==> src/rtl/spi_packet_rx_if.sv <==
// SPI frame receiver bus: serial inputs plus committed-frame outputs.
// The slave side is the receiver and the master side is the host/testbench.
interface spi_packet_rx_if #(
  parameter int W = 96
);
  logic         cs;
  logic         sck;
  logic         sdi;
  logic [W-1:0] frame_data;
  logic         load;
  logic         frame_err;
  logic         busy;

  modport master (
    output cs, sck, sdi,
    input  frame_data, load, frame_err, busy
  );

  modport slave (
    input  cs, sck, sdi,
    output frame_data, load, frame_err, busy
  );
endinterface

==> src/rtl/spi_packet_rx.sv <==
// SPI slave frame deserialiser feeding the per-track tone generators.
// Whole frames commit atomically; short or long frames are dropped and flagged.
module spi_packet_rx #(
  parameter int NUM_TRACKS  = 4,
  parameter int PACKET_SIZE = 24,
  parameter int SYNC_STAGES = 2
) (
  input logic          clk,
  input logic          reset,
  spi_packet_rx_if.slave bus
);
  localparam int N  = NUM_TRACKS * PACKET_SIZE;
  localparam int CW = $clog2(N + 2);
  localparam logic [CW-1:0] CNT_FULL = CW'(N);
  localparam logic [CW-1:0] CNT_SAT  = CW'(N + 1);

  typedef enum logic [1:0] {
    IDLE,
    SHIFT,
    COMMIT
  } state_t;

  logic [SYNC_STAGES-1:0] cs_q;
  logic [SYNC_STAGES-1:0] sck_q;
  logic [SYNC_STAGES-1:0] sdi_q;
  logic                   cs_h;
  logic                   sck_h;

  logic          cs_s;
  logic          sck_s;
  logic          sdi_s;
  logic          cs_rise;
  logic          capture;

  state_t        state;
  state_t        state_d;
  logic [N-1:0]  shift_q;
  logic [CW-1:0] cnt;
  logic [N-1:0]  data_q;
  logic          load_q;
  logic          err_q;
  logic          load_d;
  logic          err_d;

  assign cs_s    = cs_q[SYNC_STAGES-1];
  assign sck_s   = sck_q[SYNC_STAGES-1];
  assign sdi_s   = sdi_q[SYNC_STAGES-1];
  assign cs_rise = cs_s & ~cs_h;
  assign capture = sck_s & ~sck_h & cs_s;

  // Synchronisers; sdi shares the sck depth so data stays aligned.
  always_ff @(posedge clk or negedge reset) begin
    if (!reset) begin
      cs_q  <= '0;
      sck_q <= '0;
      sdi_q <= '0;
      cs_h  <= 1'b0;
      sck_h <= 1'b0;
    end else begin
      cs_q  <= {cs_q[SYNC_STAGES-2:0], bus.cs};
      sck_q <= {sck_q[SYNC_STAGES-2:0], bus.sck};
      sdi_q <= {sdi_q[SYNC_STAGES-2:0], bus.sdi};
      cs_h  <= cs_s;
      sck_h <= sck_s;
    end
  end

  // Bit capture and saturating bit counter; cs rise restarts the count.
  always_ff @(posedge clk or negedge reset) begin
    if (!reset) begin
      shift_q <= '0;
      cnt     <= '0;
    end else begin
      if (capture)
        shift_q <= {shift_q[N-2:0], sdi_s};
      if (cs_rise)
        cnt <= capture ? CW'(1) : '0;
      else if (capture && cnt != CNT_SAT)
        cnt <= cnt + CW'(1);
    end
  end

  // Frame state register.
  always_ff @(posedge clk or negedge reset) begin
    if (!reset)
      state <= IDLE;
    else
      state <= state_d;
  end

  // Next state and commit decision on the synced cs fall.
  always_comb begin
    state_d = state;
    load_d  = 1'b0;
    err_d   = 1'b0;
    unique case (state)
      IDLE: begin
        if (cs_rise)
          state_d = SHIFT;
      end
      SHIFT: begin
        if (!cs_s) begin
          state_d = COMMIT;
          unique case (1'b1)
            (cnt == CNT_FULL): load_d = 1'b1;
            (cnt == '0):       ;
            default:           err_d  = 1'b1;
          endcase
        end
      end
      COMMIT: begin
        state_d = cs_rise ? SHIFT : IDLE;
      end
      default: state_d = IDLE;
    endcase
  end

  // Holding register and one-cycle strobes.
  always_ff @(posedge clk or negedge reset) begin
    if (!reset) begin
      data_q <= '0;
      load_q <= 1'b0;
      err_q  <= 1'b0;
    end else begin
      if (load_d)
        data_q <= shift_q;
      load_q <= load_d;
      err_q  <= err_d;
    end
  end

  assign bus.frame_data = data_q;
  assign bus.load       = load_q;
  assign bus.frame_err  = err_q;
  assign bus.busy       = cs_s;
endmodule

==> src/flat_wrapper.sv <==
// flat-port wrapper written by rule: the top's interface ports become plain ports
module spi_packet_rx_flat 
#(
  parameter int NUM_TRACKS  = 4,
  parameter int PACKET_SIZE = 24,
  parameter int SYNC_STAGES = 2
)
  (clk, reset, bus_cs, bus_sck, bus_sdi, bus_frame_data, bus_load, bus_frame_err, bus_busy);
  spi_packet_rx_if bus_i ();
  input logic clk;
  input logic reset;
  input wire logic [$bits(bus_i.cs)-1:0] bus_cs;
  input wire logic [$bits(bus_i.sck)-1:0] bus_sck;
  input wire logic [$bits(bus_i.sdi)-1:0] bus_sdi;
  output wire logic [$bits(bus_i.frame_data)-1:0] bus_frame_data;
  output wire logic [$bits(bus_i.load)-1:0] bus_load;
  output wire logic [$bits(bus_i.frame_err)-1:0] bus_frame_err;
  output wire logic [$bits(bus_i.busy)-1:0] bus_busy;
  assign bus_i.cs = bus_cs;
  assign bus_i.sck = bus_sck;
  assign bus_i.sdi = bus_sdi;
  assign bus_frame_data = bus_i.frame_data;
  assign bus_load = bus_i.load;
  assign bus_frame_err = bus_i.frame_err;
  assign bus_busy = bus_i.busy;
  spi_packet_rx #(.NUM_TRACKS(NUM_TRACKS), .PACKET_SIZE(PACKET_SIZE), .SYNC_STAGES(SYNC_STAGES)) u_core (.clk(clk), .reset(reset), .bus(bus_i));
endmodule
==> config.mk <==
export PLATFORM = sky130hd
export DESIGN_NAME = spi_packet_rx_flat
export DESIGN_NICKNAME = d
export VERILOG_FILES = /design/src/rtl/spi_packet_rx_if.sv /design/src/rtl/spi_packet_rx.sv /design/src/flat_wrapper.sv
export SDC_FILE = /design/constraint.sdc
export NUM_CORES = 1
export LEC_CHECK = 0
export CAP_MARGIN = 10
export CELL_PAD_IN_SITES_DETAIL_PLACEMENT = 1
export CELL_PAD_IN_SITES_GLOBAL_PLACEMENT = 1
export CORE_MARGIN = 5
export CORE_UTILIZATION = 45
export DETAILED_ROUTE_END_ITERATION = 8
export GPL_ROUTABILITY_DRIVEN = 0
export PLACE_DENSITY_LB_ADDON = 0.1
export SLEW_MARGIN = 40
export SYNTH_ARGS = -nofsm -noshare
export SYNTH_HDL_FRONTEND = slang
export SYNTH_SLANG_ARGS = --single-unit
==> constraint.sdc <==
create_clock -name clk -period 2.8 [get_ports clk]
set_input_delay 0.42 -clock clk [delete_from_list [all_inputs] [get_ports clk]]
set_output_delay 0.42 -clock clk [all_outputs]
set_load 0.05 [all_outputs]
==> impl_results.md <==
- Status: completed
- TritonCTS Buffers: 23
- Count of final hold-check violations: 0
- Yosys reg bits: roughly 210
- Final min period: between 2000 and 2500 ps
- Via/cell ratio: between 5 and 6
- Combinational share of power: 0.033
- Switch Pwr: 1.29 mW
- Clock buffer depth: 3
- Post-Synthesis Mean Instance Area: around 17 sq um
- Delay-heaviest family, CP: buffers and inverters
- Reg-to-reg critical path endpoint: u_core.bus.frame_data[50]
- Initial Util: 0.461
- Critical path's slowest cell: clkdlybuf4s50_1
- Yosys cell types: 34
- Per-cell routed wire length: approximately 18 um
- Hold crit path type: flip-flop to flip-flop
- Crit. path cell count: 1
- CP endpoint kind: output port
- Initial DRC count: 91
- Clk root buf: clkbuf_16
- Pre-CTS setup slack: ~700 ps
- Die ar.: between 20000 and 25000 sq um
- Final worst path period share: 0.802
- Clock power frac: 0.447
- R2r startpoint: u_core.cnt[2]
- First-pass GRT wire length: between 20000 and 30000 um
- Worst R2R Setup Slack: ~660 ps
- Synth warn: 0
- FP Rows: between 40 and 50
- Antenna cells: 0
- Reg2reg path depth: 4
- Total track usage: 0.152
- Crit-path max FO: 8
- Register area share after synthesis: 0.660
- Grt total ovfl: 0
- Worst-Skew Late Latency: approximately 500 ps
- Ratio of cells with drive above 1 in the final layout: 0.395
- Final Skew: about 8.6 ps
- Worst hold stages: 0
- PwrDens: around 600 nW/um^2
- Hold Startpoint: u_core.sck_q[0]
- Crit-path cells: clkdlybuf4s50_1
- Syn nets: 479
- Sw Ratio: 0.212
- Setup-failing EPs final: 0
- Worst Hold Path EP: u_core.sck_q[1]
- Mapped cell area: between 7000 and 8000 sq um
- Core ar.: 17400 sq um
- Post-Synthesis Cells: 471
- Setup Fix Bufs, Post-CTS: 0
- DRC errors left: 0
- Routed vias: 4206
- Die height: around 140 um
- Post-Route WL: ~15000 um
- Crit-path max cell delay: 870 ps
- Routed Antenna Nets: 0
- I/O pin total: about 100
- Peak VDD IR: ~0.46 mV
- Final slew viol count: 0
- Die width: about 140 um
- CP required: 2380 ps
- Final net count: just under 600
- CTS tree: built
- P_int: about 4.8 mW
- Syn-to-layout area delta: 24.9%
- Setup TNS: 0 ps
- Pin count of the biggest net entering global routing: 77
- Port buffer count: ~100
- DRT Pass-1 Iters: 4
- Final HPWL DP: between 9000 and 10000 um
- Startpoint types: flip-flop
- Clock Sinks: 211
- Highest clock rate: around 450 MHz
- Slew @ Worst Pin: about 550 ps
- Rel. slew slack: 0.632
- Hold slack final: 349 ps
- H-tree depth: 1
- Total power: roughly 6.1 mW
- CTS clk-pin slew, worst paths: 60 ps
- Final WS setup: 554 ps
- Worst path buffer plus inverter count: 1
- Vias in the first global route: 4821
- Crit path DAT: 1830 ps
- Part of the power in registers: 0.520
- RSZ-0062 raised after global routing: no
- Max-cap viol count: 0
- Setup CP Type: flip-flop to output port
- Leakage power: ~5 nW
- Initial antenna violation count: 0
[cell usage after synthesis, drive strengths merged]
cell | instances | share of area
inv | 3 | 0.0014
nor2b | 1 | 0.00078
nand3b | 1 | 0.00094
nand4b | 1 | 0.0011
a211oi | 1 | 0.00094
mux2 | 192 | 0.28
o21ai | 2 | 0.0013
nor3 | 1 | 0.0020
ha | 3 | 0.0047
clkbuf | 1 | 0.00047
a21oi | 5 | 0.0031
mux2i | 2 | 0.0025
a221oi | 1 | 0.0011
o211ai | 2 | 0.0019
nand2b | 1 | 0.00078
or3 | 2 | 0.0016
and3 | 1 | 0.00078
o31ai | 1 | 0.00094
nor2 | 1 | 0.00047
and2 | 3 | 0.0023
nand4 | 2 | 0.0023
buf | 20 | 0.015
a211o | 1 | 0.0011
nor3b | 1 | 0.0016
dfrtp | 211 | 0.66
or4 | 2 | 0.0019
nand3 | 1 | 0.00063
a31o | 1 | 0.0011
nand2 | 7 | 0.0033
[repair_timing]
item                       in CTS  in global routing
setup endpoints to repair       0                  0
hold buffers                    1                  0
resized for setup               0                  0
hold endpoints to repair       52                  0
[per-stage QoR]
| step | util | instance area [sq um] | instances |
|---|---|---|---|
| 3_5_place_dp | 0.536 | 9300 | 786 |
| 3_3_place_gp | 0.536 | 9300 | 786 |
| 4_1_cts | 0.575 | 9990 | 825 |
| 5_1_grt | 0.575 | 9990 | 825 |
| 6_report | 0.575 | 9990 | 825 |
| 2_1_floorplan | - | 8000 | 471 |
[power groups by stage]
stage	clock network, mW	logic, mW	registers (mW)
after CTS	2.83	0.212	3.17
after detailed placement	0	0.210	3.23
after floorplan	0	0.105	3.21
final	2.73	0.204	3.17
after global routing	2.99	0.233	3.18
after global placement	0	0.201	3.22
[sequential cells by signal, indices dropped and copies added, names as in the netlist, 2 cells and up]
signal / cells
u_core.sdi_q: 2
u_core.shift_q: 96
u_core.cnt: 7
u_core.bus.frame_data: 96
u_core.state: 2
u_core.sck_q: 2
u_core.cs_q: 2
[cells by family after synthesis]
group / Yosys count / synth area share
compound gates: 14 / 0.0114
fa+ha+maj: 3 / 0.00469
buf+inv: 24 / 0.0166
flops: 211 / 0.660
mux: 194 / 0.286
simple gates: 25 / 0.0205
[cells in the final DEF, fill, tap and decap left out, types with 3 or more instances in the layout]
cell type and instances:
dfrtp_1 211, mux2_2 163, clkdlybuf4s50_1 102, mux2_4 29
clkbuf_16 23, nand2_1 7, clkbuf_1 6, a21oi_1 5
clkinv_2 5, clkbuf_8 5, buf_4 5, inv_1 3
and2_1 3, ha_1 3, buf_12 3
[how the worst max path moves through the flow]
| stage | end | from | slack (ps) |
|---|---|---|---|
| after floorplan | u_core.bus.frame_data[34] | u_core.cs_q[1] | 960 |
| after CTS | bus_busy | u_core.cs_q[1] | 510 |
| after global placement | u_core.bus.frame_data[53] | u_core.cnt[2] | 730 |
| after global routing | bus_busy | u_core.cs_q[1] | 450 |
| final | bus_busy | u_core.cs_q[1] | 550 |
| after detailed placement | u_core.bus.frame_data[54] | u_core.cnt[2] | 680 |
[area by class of cell]
| type | count | area (sq um) |
|---|---|---|
| clock buffer | 33 | 653 |
| clock inverter | 5 | 25.0 |
| fill | 1593 | 7370 |
| inverter | 3 | 11.3 |
| multi-input combinational | 236 | 2590 |
| sequential | 211 | 5280 |
| tap | 225 | 282 |
| timing repair buffer | 112 | 1140 |
[metal layers]
metal,vias up,wire [um],track usage
met5,-,0,0
met1,2185,6540,0.203
li1,1906,-,-
met3,26,792,0.0353
met4,0,343,0.0382
met2,89,7410,0.254
(Power assumes the default switching activity.)
